==> src/rtl/serial_adder_if.sv <==
// serial_adder_if: start/busy/done handshake plus operand and result bus for serial_adder.
// The ovf signal exists only when SERIAL_ADDER_OVF_EN is defined.
interface serial_adder_if #(parameter int WIDTH = 8);
  logic             start;
  logic [WIDTH-1:0] a;
  logic [WIDTH-1:0] b;
  logic             cin;
  logic             busy;
  logic             done;
  logic [WIDTH-1:0] sum;
  logic             carry;
`ifdef SERIAL_ADDER_OVF_EN
  logic             ovf;
  modport master (output start, a, b, cin, input busy, done, sum, carry, ovf);
  modport slave  (input start, a, b, cin, output busy, done, sum, carry, ovf);
`else
  modport master (output start, a, b, cin, input busy, done, sum, carry);
  modport slave  (input start, a, b, cin, output busy, done, sum, carry);
`endif
endinterface

==> src/rtl/serial_adder.sv <==
// serial_adder: bit-serial a+b+cin using one full-adder cell, LSB first, WIDTH+1 cycles per add.
// Define SERIAL_ADDER_OVF_EN to add a signed-overflow output (bus.ovf).
module serial_adder #(
  parameter int WIDTH = 8
) (
  input logic            clk,
  input logic            rst,
  serial_adder_if.slave  bus
);
  localparam int CW = $clog2(WIDTH + 1);
  typedef enum logic {IDLE, RUN} state_t;
  state_t           state_q, state_d;
  logic [WIDTH-1:0] a_q, a_d, b_q, b_d, acc_q, acc_d, sum_q, sum_d;
  logic [CW-1:0]    cnt_q, cnt_d;
  logic             c_q, c_d, carry_q, carry_d, done_q, done_d;
  logic             fa_s, fa_c, last;
`ifdef SERIAL_ADDER_OVF_EN
  logic             ovf_q, ovf_d;
`endif
  always_comb begin
    fa_s    = a_q[0] ^ b_q[0] ^ c_q;
    fa_c    = (a_q[0] & b_q[0]) | (a_q[0] & c_q) | (b_q[0] & c_q);
    last    = cnt_q == CW'(WIDTH - 1);
    state_d = state_q;
    a_d     = a_q;
    b_d     = b_q;
    c_d     = c_q;
    cnt_d   = cnt_q;
    acc_d   = acc_q;
    sum_d   = sum_q;
    carry_d = carry_q;
    done_d  = 1'b0;
`ifdef SERIAL_ADDER_OVF_EN
    ovf_d   = ovf_q;
`endif
    if (state_q == IDLE) begin
      if (bus.start) begin
        state_d = RUN;
        a_d     = bus.a;
        b_d     = bus.b;
        c_d     = bus.cin;
        cnt_d   = '0;
      end
    end else begin
      a_d   = a_q >> 1;
      b_d   = b_q >> 1;
      c_d   = fa_c;
      cnt_d = cnt_q + CW'(1);
      acc_d = (acc_q >> 1) | (WIDTH'(fa_s) << (WIDTH - 1));
      if (last) begin
        state_d = IDLE;
        sum_d   = acc_d;
        carry_d = fa_c;
        done_d  = 1'b1;
`ifdef SERIAL_ADDER_OVF_EN
        // c_q is the carry into the MSB during the final bit
        ovf_d   = c_q ^ fa_c;
`endif
      end
    end
  end
  always_ff @(posedge clk) begin
    if (rst) begin
      state_q <= IDLE;
      a_q     <= '0;
      b_q     <= '0;
      c_q     <= 1'b0;
      cnt_q   <= '0;
      acc_q   <= '0;
      sum_q   <= '0;
      carry_q <= 1'b0;
      done_q  <= 1'b0;
`ifdef SERIAL_ADDER_OVF_EN
      ovf_q   <= 1'b0;
`endif
    end else begin
      state_q <= state_d;
      a_q     <= a_d;
      b_q     <= b_d;
      c_q     <= c_d;
      cnt_q   <= cnt_d;
      acc_q   <= acc_d;
      sum_q   <= sum_d;
      carry_q <= carry_d;
      done_q  <= done_d;
`ifdef SERIAL_ADDER_OVF_EN
      ovf_q   <= ovf_d;
`endif
    end
  end
  assign bus.busy  = state_q == RUN;
  assign bus.done  = done_q;
  assign bus.sum   = sum_q;
  assign bus.carry = carry_q;
`ifdef SERIAL_ADDER_OVF_EN
  assign bus.ovf   = ovf_q;
`endif
endmodule

==> src/flat_wrapper.sv <==
// flat-port wrapper written by rule: the top's interface ports become plain ports
module serial_adder_flat 
#(
  parameter int WIDTH = 8
)
  (clk, rst, bus_start, bus_a, bus_b, bus_cin, bus_busy, bus_done, bus_sum, bus_carry);
  serial_adder_if #(.WIDTH(WIDTH)) bus_i ();
  input logic clk;
  input logic rst;
  input wire logic [$bits(bus_i.start)-1:0] bus_start;
  input wire logic [$bits(bus_i.a)-1:0] bus_a;
  input wire logic [$bits(bus_i.b)-1:0] bus_b;
  input wire logic [$bits(bus_i.cin)-1:0] bus_cin;
  output wire logic [$bits(bus_i.busy)-1:0] bus_busy;
  output wire logic [$bits(bus_i.done)-1:0] bus_done;
  output wire logic [$bits(bus_i.sum)-1:0] bus_sum;
  output wire logic [$bits(bus_i.carry)-1:0] bus_carry;
  assign bus_i.start = bus_start;
  assign bus_i.a = bus_a;
  assign bus_i.b = bus_b;
  assign bus_i.cin = bus_cin;
  assign bus_busy = bus_i.busy;
  assign bus_done = bus_i.done;
  assign bus_sum = bus_i.sum;
  assign bus_carry = bus_i.carry;
  serial_adder #(.WIDTH(WIDTH)) u_core (.clk(clk), .rst(rst), .bus(bus_i));
endmodule
==> config.mk <==
export PLATFORM = sky130hd
export DESIGN_NAME = serial_adder_flat
export DESIGN_NICKNAME = d
export VERILOG_FILES = /design/src/rtl/serial_adder_if.sv /design/src/rtl/serial_adder.sv /design/src/flat_wrapper.sv
export SDC_FILE = /design/constraint.sdc
export NUM_CORES = 1
export LEC_CHECK = 0
export CAP_MARGIN = 20
export CELL_PAD_IN_SITES_DETAIL_PLACEMENT = 1
export CELL_PAD_IN_SITES_GLOBAL_PLACEMENT = 2
export CORE_UTILIZATION = 32
export DETAILED_ROUTE_END_ITERATION = 10
export GPL_TIMING_DRIVEN = 0
export PLACE_DENSITY_LB_ADDON = 0.1
export SYNTH_ARGS = -nofsm -noshare
export SYNTH_HDL_FRONTEND = slang
export SYNTH_SLANG_ARGS = --single-unit
export TNS_END_PERCENT = 100
==> constraint.sdc <==
create_clock -name clk -period 1.5 [get_ports clk]
set_input_delay 0.45 -clock clk [delete_from_list [all_inputs] [get_ports clk]]
set_output_delay 0.45 -clock clk [all_outputs]
set_load 0.03 [all_outputs]
* Word level (Yosys, flattened, before mapping)
Cells that the tools add are included.
W data, S select, Z words.
** Word-level totals
- Register bits after elaboration :: 40
- Input bits :: 20
- Output and inout bits :: 11
- Word-level logic and storage cells :: 38
** Operators by class
- Add/sub/neg operators :: 1
- Equal/unequal tests :: 1
- Muxes and demuxes :: 12
- Bitwise gates (word level) :: 9
- Reduce and logical (&&, ||, !) cells :: 4
** Operators with widths (number)
- $mux W7 :: 4
- $mux W4 :: 2
- $or A7 B8 Y8 :: 1
- $mux W1 :: 6
- $add A4 B1 Y4 const B :: 1
- $eq A4 B3 Y1 const B :: 1
- $reduce_or A2 Y1 :: 2
- $and A1 B1 Y1 :: 3
- $or A1 B1 Y1 :: 2
- $reduce_and A2 Y1 :: 1
- $reduce_bool A2 Y1 :: 1
- $xor A1 B1 Y1 :: 2
- $not A1 Y1 :: 1

* Logic depth before layout (Yosys ltp)
Gate-level depths: netlist of the first run.
- Word-level depth :: 4
- Depth in mapped cells :: 5

* Worst setup path before layout of the first run
OpenSTA, ideal clock, no wires.
- Kind :: reg-to-reg
- Start point :: reg u_core.state_q, in the netlist u_core.bus.busy
- End point :: reg u_core.sum_q[2], in the netlist u_core.bus.sum[2]
- Arrival :: 1.156 ns
- Required time :: 1.368 ns
- Slack :: 0.212 ns
- Cell stages (with the launch flop) :: 5
- Path buffers :: 1
- Clock period less this slack :: 1.288 ns
- Cells stage by stage :: dfxtp_1 buf_4 nand4b_1 nand2_1 a21oi_1
** Between the ends
- Longest elaborated chain between the ends :: 1
** Ends and longest elaborated chain
- from (decl) :: RTL line serial_adder.sv:12 : state_t state_q, state_d;
- from (signal assigned) :: RTL line serial_adder.sv:77 : state_q <= state_d;
- $reduce_and A2 Y1 (no line)
- to (signal assigned) :: RTL line serial_adder.sv:83 : sum_q <= sum_d;
- to (decl) :: RTL line serial_adder.sv:13 : logic [WIDTH-1:0] a_q, a_d, b_q, b_d, acc_q, acc_d, sum_q, sum_d;
Every way passes these cells.
A chain may end at the register's enable or synchronous reset.

* Final worst setup path of the first run
- Start point :: reg u_core.sum_q[1], in the netlist u_core.bus.sum[1]
- End point :: out bus_sum[1]
** RTL lines
- to (decl) :: RTL line flat_wrapper.sv:16 : output wire logic [$bits(bus_i.sum)-1:0] bus_sum;
No word-level cell between the ends.

==> results.md, run 1 <==
- Post-layout min period: around 1.5 ns
- Detailed-route via count: between 1000 and 1500
- Syn Nets: ~180
- # fillers: between 500 and 600
- Hold-fix buffers, CTS: 0
- Via density: 4.58
- Placer Congestion: 0.699
- Simple-gate share of the synthesized area: 0.132
- Fin crit share: 0.974
- DRT antenna net count: 0
- Cell Chain, Critical Path: dlygate4sd2_1
- Pwr Total: around 2.1 mW
- Layout area overhead: 28.2%
- Mux cell area share after synthesis: 0.269
- Peak supply drop: 0.384 mV
- First-pass GRT wire length: ~5900 microns
- Starting Density: 0.339
- #FFs+latches synth: 39
- Antenna violations before repair: 0
- Area of the core: 4850 sq um
- Metal-1 WL: 1650 microns
- YS warnings: 0
- Root Driver: clkbuf_8
- Post-Syn Instances: 160
- RSZ-0062 raised after global routing: no
- Clock slew at reported path FFs: about 0.07 ns
- Unique masters post-synth: 25
- GRT overflow: 0
- Hold path start: u_core.bus.carry
- Startpoint types: flip-flop
- Largest family of logic cells by synthesized area: multiplexers
- Fmax: between 600 and 700 MHz
- Register area share after synthesis: 0.475
- Total Neg Setup Slack: 0 ns
- Vias in the first global route: 1270
- Horiz. Die Dim: 73.7 microns
- Total wire length: 3580 microns
- Synthesized cell area: 1640 sq um
- Met3 routed WL: 120 microns
- Crit path largest cell delay: 0.40 ns
- Syn Area/Cell: 10.3 sq um
- DRT Pass-1 Iters: 3
- Slowest-stage cell, CP: dlygate4sd2_1
- CTS tree: yes
- Htree depth: 2
- Cell family with most CP delay: buffers and inverters
- Final setup viols: 0
- Reg2Reg Capture Point: u_core.bus.sum[3]
- Placed cell area: approximately 2000 sq um
- P_leak: 0.862 nW
- Post-route cell area: roughly 2100 sq um
- Final hold vios: 0
- Slew @ Worst Pin: 0.515 ns
- Clk buf depth: 2
- Fin Clk Skew: between 0.002 and 0.0025 ns
- Largest net degree at the start of global routing: 12
- Worst-case reg-to-reg path depth: 5
- Routed met2 length: 1750 microns
- Maxcap violations: 0
- Compound-Gate Fraction of Synth Area: 0.0540
- Max Slew Vio Count: 0
- Run status: finished clean
- HP Class: flip-flop to flip-flop
- WHS: about 0.45 ns
- Clock sink count: 39
- # DRC: 0
- WHS Path Cells: 2
- DR top layer: met4
- P per Cell Area: just over 1000 nW/um^2
- Flop-to-flop setup slack: 0.16 ns
- Critical path buffer and inverter count: 1
- Latest clock arrival within the worst-skew pair: ~0.29 ns
- N_diodes: 0
- Adder-Cell Fraction of Synth Area: 0.0198
- Rows: 25
- R2R Path Start: u_core.cnt_q[0]
- Reg area: 781 sq um
- Io pins: 31
- Post-Synth XOR/XNOR Area: 0
- Num CTS Buffers: 5
- Share of cells above drive strength 1: 0.177
- Crit. End Element: output pin
- WL/cell: 13.5 microns
- Slew HR: 0.657
- Nets: approximately 220
- Worst Path Max Fanout: 2
- Count of buffers from port buffering: 28
- Die Y: 73.7 microns
- Area of the multi-input gates: between 700 and 800 sq um
- Min-Delay Endpoint: u_core.bus.carry
- Initial DRC Count: 48
- DP Wirelength: approximately 2600 microns
- Worst EP required: ~1.1 ns
- Critical Path AT: between 1 and 1.5 ns
- GRT Total Usage: 0.148
- Crit path kind: flip-flop to output pin
- Die area: 5430 sq um
## routing by layer
| layer | GRT usage | up-vias |
|---|---|---|
| met5 | 0 | - |
| met4 | 0.0769 | 0 |
| met3 | 0.0302 | 7 |
| met2 | 0.256 | 24 |
| met1 | 0.172 | 568 |
| li1 | - | 616 |
## metrics by stage
stage / setup slack, ns / instances / utilization
global route: 0.00203 / 265 / 0.435
finish: 0.0383 / 265 / 0.435
global placement: 0.0566 / 255 / 0.414
floorplan: 0.212 / 160 / -
detailed placement: 0.00932 / 255 / 0.414
CTS: 0.00271 / 265 / 0.435
## cell usage after synthesis
library cell   n  share of area
a211oi_1       1         0.0046
a21oi_1       12          0.037
a22oi_1        1         0.0046
a41oi_1        1         0.0053
and4b_1        1         0.0061
buf_1          1         0.0023
buf_12         1          0.012
buf_2          3         0.0091
buf_4          3          0.014
buf_6          1         0.0068
clkbuf_1       2         0.0046
dfxtp_1       39           0.47
fa_1           1          0.012
ha_1           1         0.0076
inv_1          1         0.0023
mux2_2         9          0.062
mux2_4         6          0.055
mux2i_1       25           0.15
nand2_1       18          0.041
nand3_1        1         0.0030
nand4b_1       1         0.0053
nor2_1        25          0.057
nor2_4         1         0.0068
nor3_1         4          0.012
o21ai_0        1         0.0030
## final cells by class
| type | instances | share of cell area |
|---|---|---|
| Sequential cell | 39 | 0.371 |
| Inverter | 1 | 0.00178 |
| Buffer | 11 | 0.0380 |
| Clock buffer | 8 | 0.0475 |
| Multi-Input combinational cell | 109 | 0.370 |
| Timing Repair Buffer | 30 | 0.132 |
| Tap cell | 67 | 0.0398 |
## flip-flops by register name, indices dropped and copies added, names as in the netlist
| signal | flops |
|---|---|
| u_core.b_q | 8 |
| u_core.bus.done | 1 |
| u_core.cnt_q | 4 |
| u_core.bus.busy | 1 |
| u_core.a_q | 8 |
| u_core.c_q | 1 |
| u_core.bus.carry | 1 |
| u_core.acc_q | 7 |
| u_core.bus.sum | 8 |
## cells in the final DEF, fill, tap and decap left out
cell type / instances
nor3_1: 4
clkdlybuf4s50_1: 17
a22oi_1: 1
o21ai_0: 1
nand2_1: 18
clkbuf_8: 7
nand3_1: 1
dlygate4sd2_1: 5
a211oi_1: 1
buf_2: 3
mux2i_1: 25
a41oi_1: 1
fa_1: 1
nor2_1: 25
nor2_4: 1
inv_1: 1
dfxtp_1: 39
nand4b_1: 1
buf_4: 5
clkbuf_2: 2
buf_1: 1
mux2_2: 9
and4b_1: 1
clkbuf_1: 3
mux2_4: 6
buf_12: 1
clkdlybuf4s15_1: 4
a21oi_1: 12
ha_1: 1
buf_6: 1
## timing repair
item,4_1_cts,5_1_grt
buffers inserted,2,0
pin swaps,1,0
gates cloned,0,0
resized for setup,11,8
endpoints found under the setup margin,12,6
## power by group
group	switching (mW)	internal (mW)
combinational	0.111	0.145
clock	0.352	0.420
sequential	0.0225	1.07
total	0.486	1.64
## logic make-up after synthesis
| logic type | after synthesis |
|---|---|
| simple gates | 51 |
| mux | 40 |
| flops | 39 |
| compound gates | 16 |
| buf+inv | 12 |
| fa+ha+maj | 2 |
## worst register-to-register path, stage by stage (launching register included)
cell	delay [ns]
dfxtp_1	0.39
ha_1	0.24
and4b_1	0.20
buf_2	0.21
nand2_1	0.08
a21oi_1	0.15
## how the worst max path moves through the flow
stage,startpoint,slack [ns],end,cells after the start
2_1_floorplan,u_core.bus.busy,0.21,u_core.bus.sum[2],4
3_3_place_gp,u_core.bus.sum[0],0.06,bus_sum[0],1
3_5_place_dp,u_core.cnt_q[0],0.009,u_core.bus.sum[3],4
4_1_cts,u_core.bus.sum[3],0.003,bus_sum[3],1
5_1_grt,u_core.bus.carry,0.002,bus_carry,1
6_report,u_core.bus.sum[1],0.04,bus_sum[1],1
No activity file was read; power rests on OpenSTA's default activity.
==> run 2, diff against run 1 <==
--- a/config.mk
+++ b/config.mk
@@ -5,13 +5,15 @@
 export SDC_FILE = /design/constraint.sdc
 export NUM_CORES = 1
 export LEC_CHECK = 0
+export ABC_AREA = 1
 export CAP_MARGIN = 20
 export CELL_PAD_IN_SITES_DETAIL_PLACEMENT = 1
 export CELL_PAD_IN_SITES_GLOBAL_PLACEMENT = 2
-export CORE_UTILIZATION = 32
+export CORE_UTILIZATION = 28
 export DETAILED_ROUTE_END_ITERATION = 10
 export GPL_TIMING_DRIVEN = 0
 export PLACE_DENSITY_LB_ADDON = 0.1
+export REMOVE_ABC_BUFFERS = 1
 export SYNTH_ARGS = -nofsm -noshare
 export SYNTH_HDL_FRONTEND = slang
 export SYNTH_SLANG_ARGS = --single-unit
==> run 2 against run 1 <==
  * Core utilization fell by 5.0 points
  * Combinational power is 7% lower
  * First-iteration DRC count increased by 38%
  * Largest cell class unchanged
  * Largest power group unchanged
  * Highest routed layer unchanged
==> results.md, run 2 <==
- Run status: finished clean
- Top_reg_cell synth: dfxtp_1
- Post-synth top cells: nand2_1, nand3_1, dfxtp_1
- Initial DRC Count: 66
- Cell Chain, Critical Path: clkdlybuf4s15_1
- Post-Layout Cell Count: ~330
- Switching pwr: 0.544 mW
- Critical path buffer and inverter count: 1
- P per Cell Area: 962 nW/um^2
- Hold path start: u_core.bus.sum[7]
- Unique masters post-synth: 17
- Cell family with most CP delay: buffers and inverters
- Placer Congestion: 0.698
- Post-synth top area share: 0.486
- Htree depth: 2
- Antenna violations before repair: 0
- Part of the power in registers: 0.534
- Slowest-stage cell, CP: clkdlybuf4s15_1
- DP Wirelength: 2580 microns
- Slew @ Worst Pin: 0.501 ns
- Rows: 27
- GRT overflow: 0
- Sw frac: 0.267
- P_leak: between 0.9 and 1 nW
- Final hold vios: 0
- #FFs+latches synth: 39
- Syn Area/Cell: 7.24 sq um
- CTS tree: yes
- Latest clock arrival within the worst-skew pair: 0.29 ns
- Maxcap violations: 0
- Crit path largest cell delay: 0.37 ns
- Synth area leader: dfxtp_1
- Peak supply drop: 0.460 mV
- Num CTS Buffers: 5
- Crit path kind: flip-flop to output pin
- Clk buf depth: 2
- Critical Path AT: 1.00 ns
- YS warnings: 0
- Worst EP required: 1.05 ns
- Int Power: 1.49 mW
- Most common cell in the netlist: nand2_1
- Fin Clk Skew: about 0.0052 ns
- Startpoint types: flip-flop
- Count of buffers from port buffering: 30
- Io pins: 31
- Horiz. Die Dim: 77.8 microns
- Fin crit share: 0.965
- HP Class: flip-flop to flip-flop
- Via density: 4.58
- Nets: between 200 and 300
- Worst Path Max Fanout: 2
- Total wire length: roughly 4300 microns
- Fmax: 691 MHz
- Starting Density: 0.292
- Placed Cells: 313
- # fillers: about 710
- First-pass GRT wire length: slightly above 7000 microns
- Commonest non-fill, non-tap cell in the layout: nand2_1
- Flop-to-flop setup slack: 0.21 ns
- Logic gate share of total power: 0.117
- Most frequent cells in the layout: nand2_1, nand3_1, dfxtp_1
- Root Driver: clkbuf_8
- Min-Delay Endpoint: u_core.bus.sum[7]
- Synthesized cell area: 1610 sq um
- GRT Total Usage: 0.151
- WHS: 0.465 ns
- Share of cells above drive strength 1: 0.116
- FFs w/ async S/R, synth: 0
- Largest net degree at the start of global routing: 25
- Post-layout min period: between 1 and 1.5 ns
- R2R Path Start: u_core.bus.busy
- Largest cells by area after synthesis: dfxtp_1, nand2_1, nand3_1
- Register area share after synthesis: 0.486
- Clock sink count: 39
- N_diodes: 0
- Crit. End Element: output pin
- Post-synth EDFFs: 0
- Vias in the first global route: between 1000 and 1500
- Die Y: 77.8 microns
- Die area: 6050 sq um
- Layout area overhead: 31.8%
- DRT Pass-1 Iters: 5
- # DRC: 0
- WHS Path Cells: 2
- Clock power share: 0.349
- Clock slew at reported path FFs: 0.07 ns
- Final setup viols: 0
- Slew HR: 0.666
- Area of the core: 5510 sq um
- Detailed-route via count: between 1500 and 2000
- Post-Syn Instances: 222
- Reg2Reg Capture Point: u_core.acc_q[3]
- DRT antenna net count: 0
- Worst-case reg-to-reg path depth: 4
- WL/cell: 12.9 microns
- Pwr Total: 2.04 mW
- Max Slew Vio Count: 0
- Total Neg Setup Slack: 0 ns
## run 2: cells by family after synthesis
family | Yosys count | synth area share
AO/OA/AOI/OAI | 13 | 0.0459
flip-flops | 39 | 0.486
adder cells (fa/ha/maj) | 2 | 0.0202
AND/OR/NAND/NOR | 131 | 0.349
buffers and inverters | 37 | 0.0996
## run 2: what timing repair did
item	CTS	global route
resized for setup	24	16
hold buffers	0	0
setup buffers	5	3
endpoints found under the setup margin	50	25
pin swaps	2	0
gates cloned	1	1
## run 2: final cells by class
| type | count | area (sq um) | share of cell area |
|---|---|---|---|
| Clock buffer | 5 | 68.8 | 0.0325 |
| Tap cell | 72 | 90.1 | 0.0425 |
| Multi-Input combinational cell | 146 | 684 | 0.323 |
| Timing Repair inverter | 2 | 15.0 | 0.00708 |
| Clock inverter | 3 | 20.0 | 0.00945 |
| Inverter | 26 | 105 | 0.0496 |
| Sequential cell | 39 | 785 | 0.370 |
| Timing Repair Buffer | 38 | 352 | 0.166 |
## run 2: stage by stage
step | setup slack [ns] | cell area, sq um | utilization
3_5_place_dp | -1.33 | 1940 | 0.352
2_1_floorplan | -0.129 | 1550 | -
3_3_place_gp | -1.30 | 1940 | 0.352
4_1_cts | -0.154 | 2070 | 0.377
5_1_grt | -0.00429 | 2120 | 0.385
6_report | 0.0528 | 2120 | 0.385
## run 2: power groups by stage
stage / sequential [mW] / combinational [mW] / clock [mW]
CTS: 1.10 / 0.216 / 0.744
finish: 1.09 / 0.238 / 0.711
detailed placement: 1.13 / 0.204 / 0
floorplan: 1.12 / 0.102 / 0
global route: 1.09 / 0.269 / 0.800
global placement: 1.13 / 0.201 / 0
## run 2: layer usage
metal	global-route usage	wire [microns]	up-vias
met5	0	0	-
met4	0.0623	70	0
met3	0.0353	112	8
met2	0.247	1960	20
met1	0.191	2140	711
li1	-	-	778
## run 2: worst max-delay path by stage
stage | from | endpoint | depth (start not counted) | slack [ns]
after floorplan | rst | u_core.bus.carry | 5 | -0.13
after global placement | rst | u_core.bus.sum[1] | 6 | -1.30
after detailed placement | rst | u_core.bus.sum[1] | 6 | -1.33
after CTS | u_core.bus.busy | bus_busy | 1 | -0.15
after global routing | u_core.bus.sum[1] | bus_sum[1] | 1 | -0.004
final | u_core.bus.carry | bus_carry | 1 | 0.05
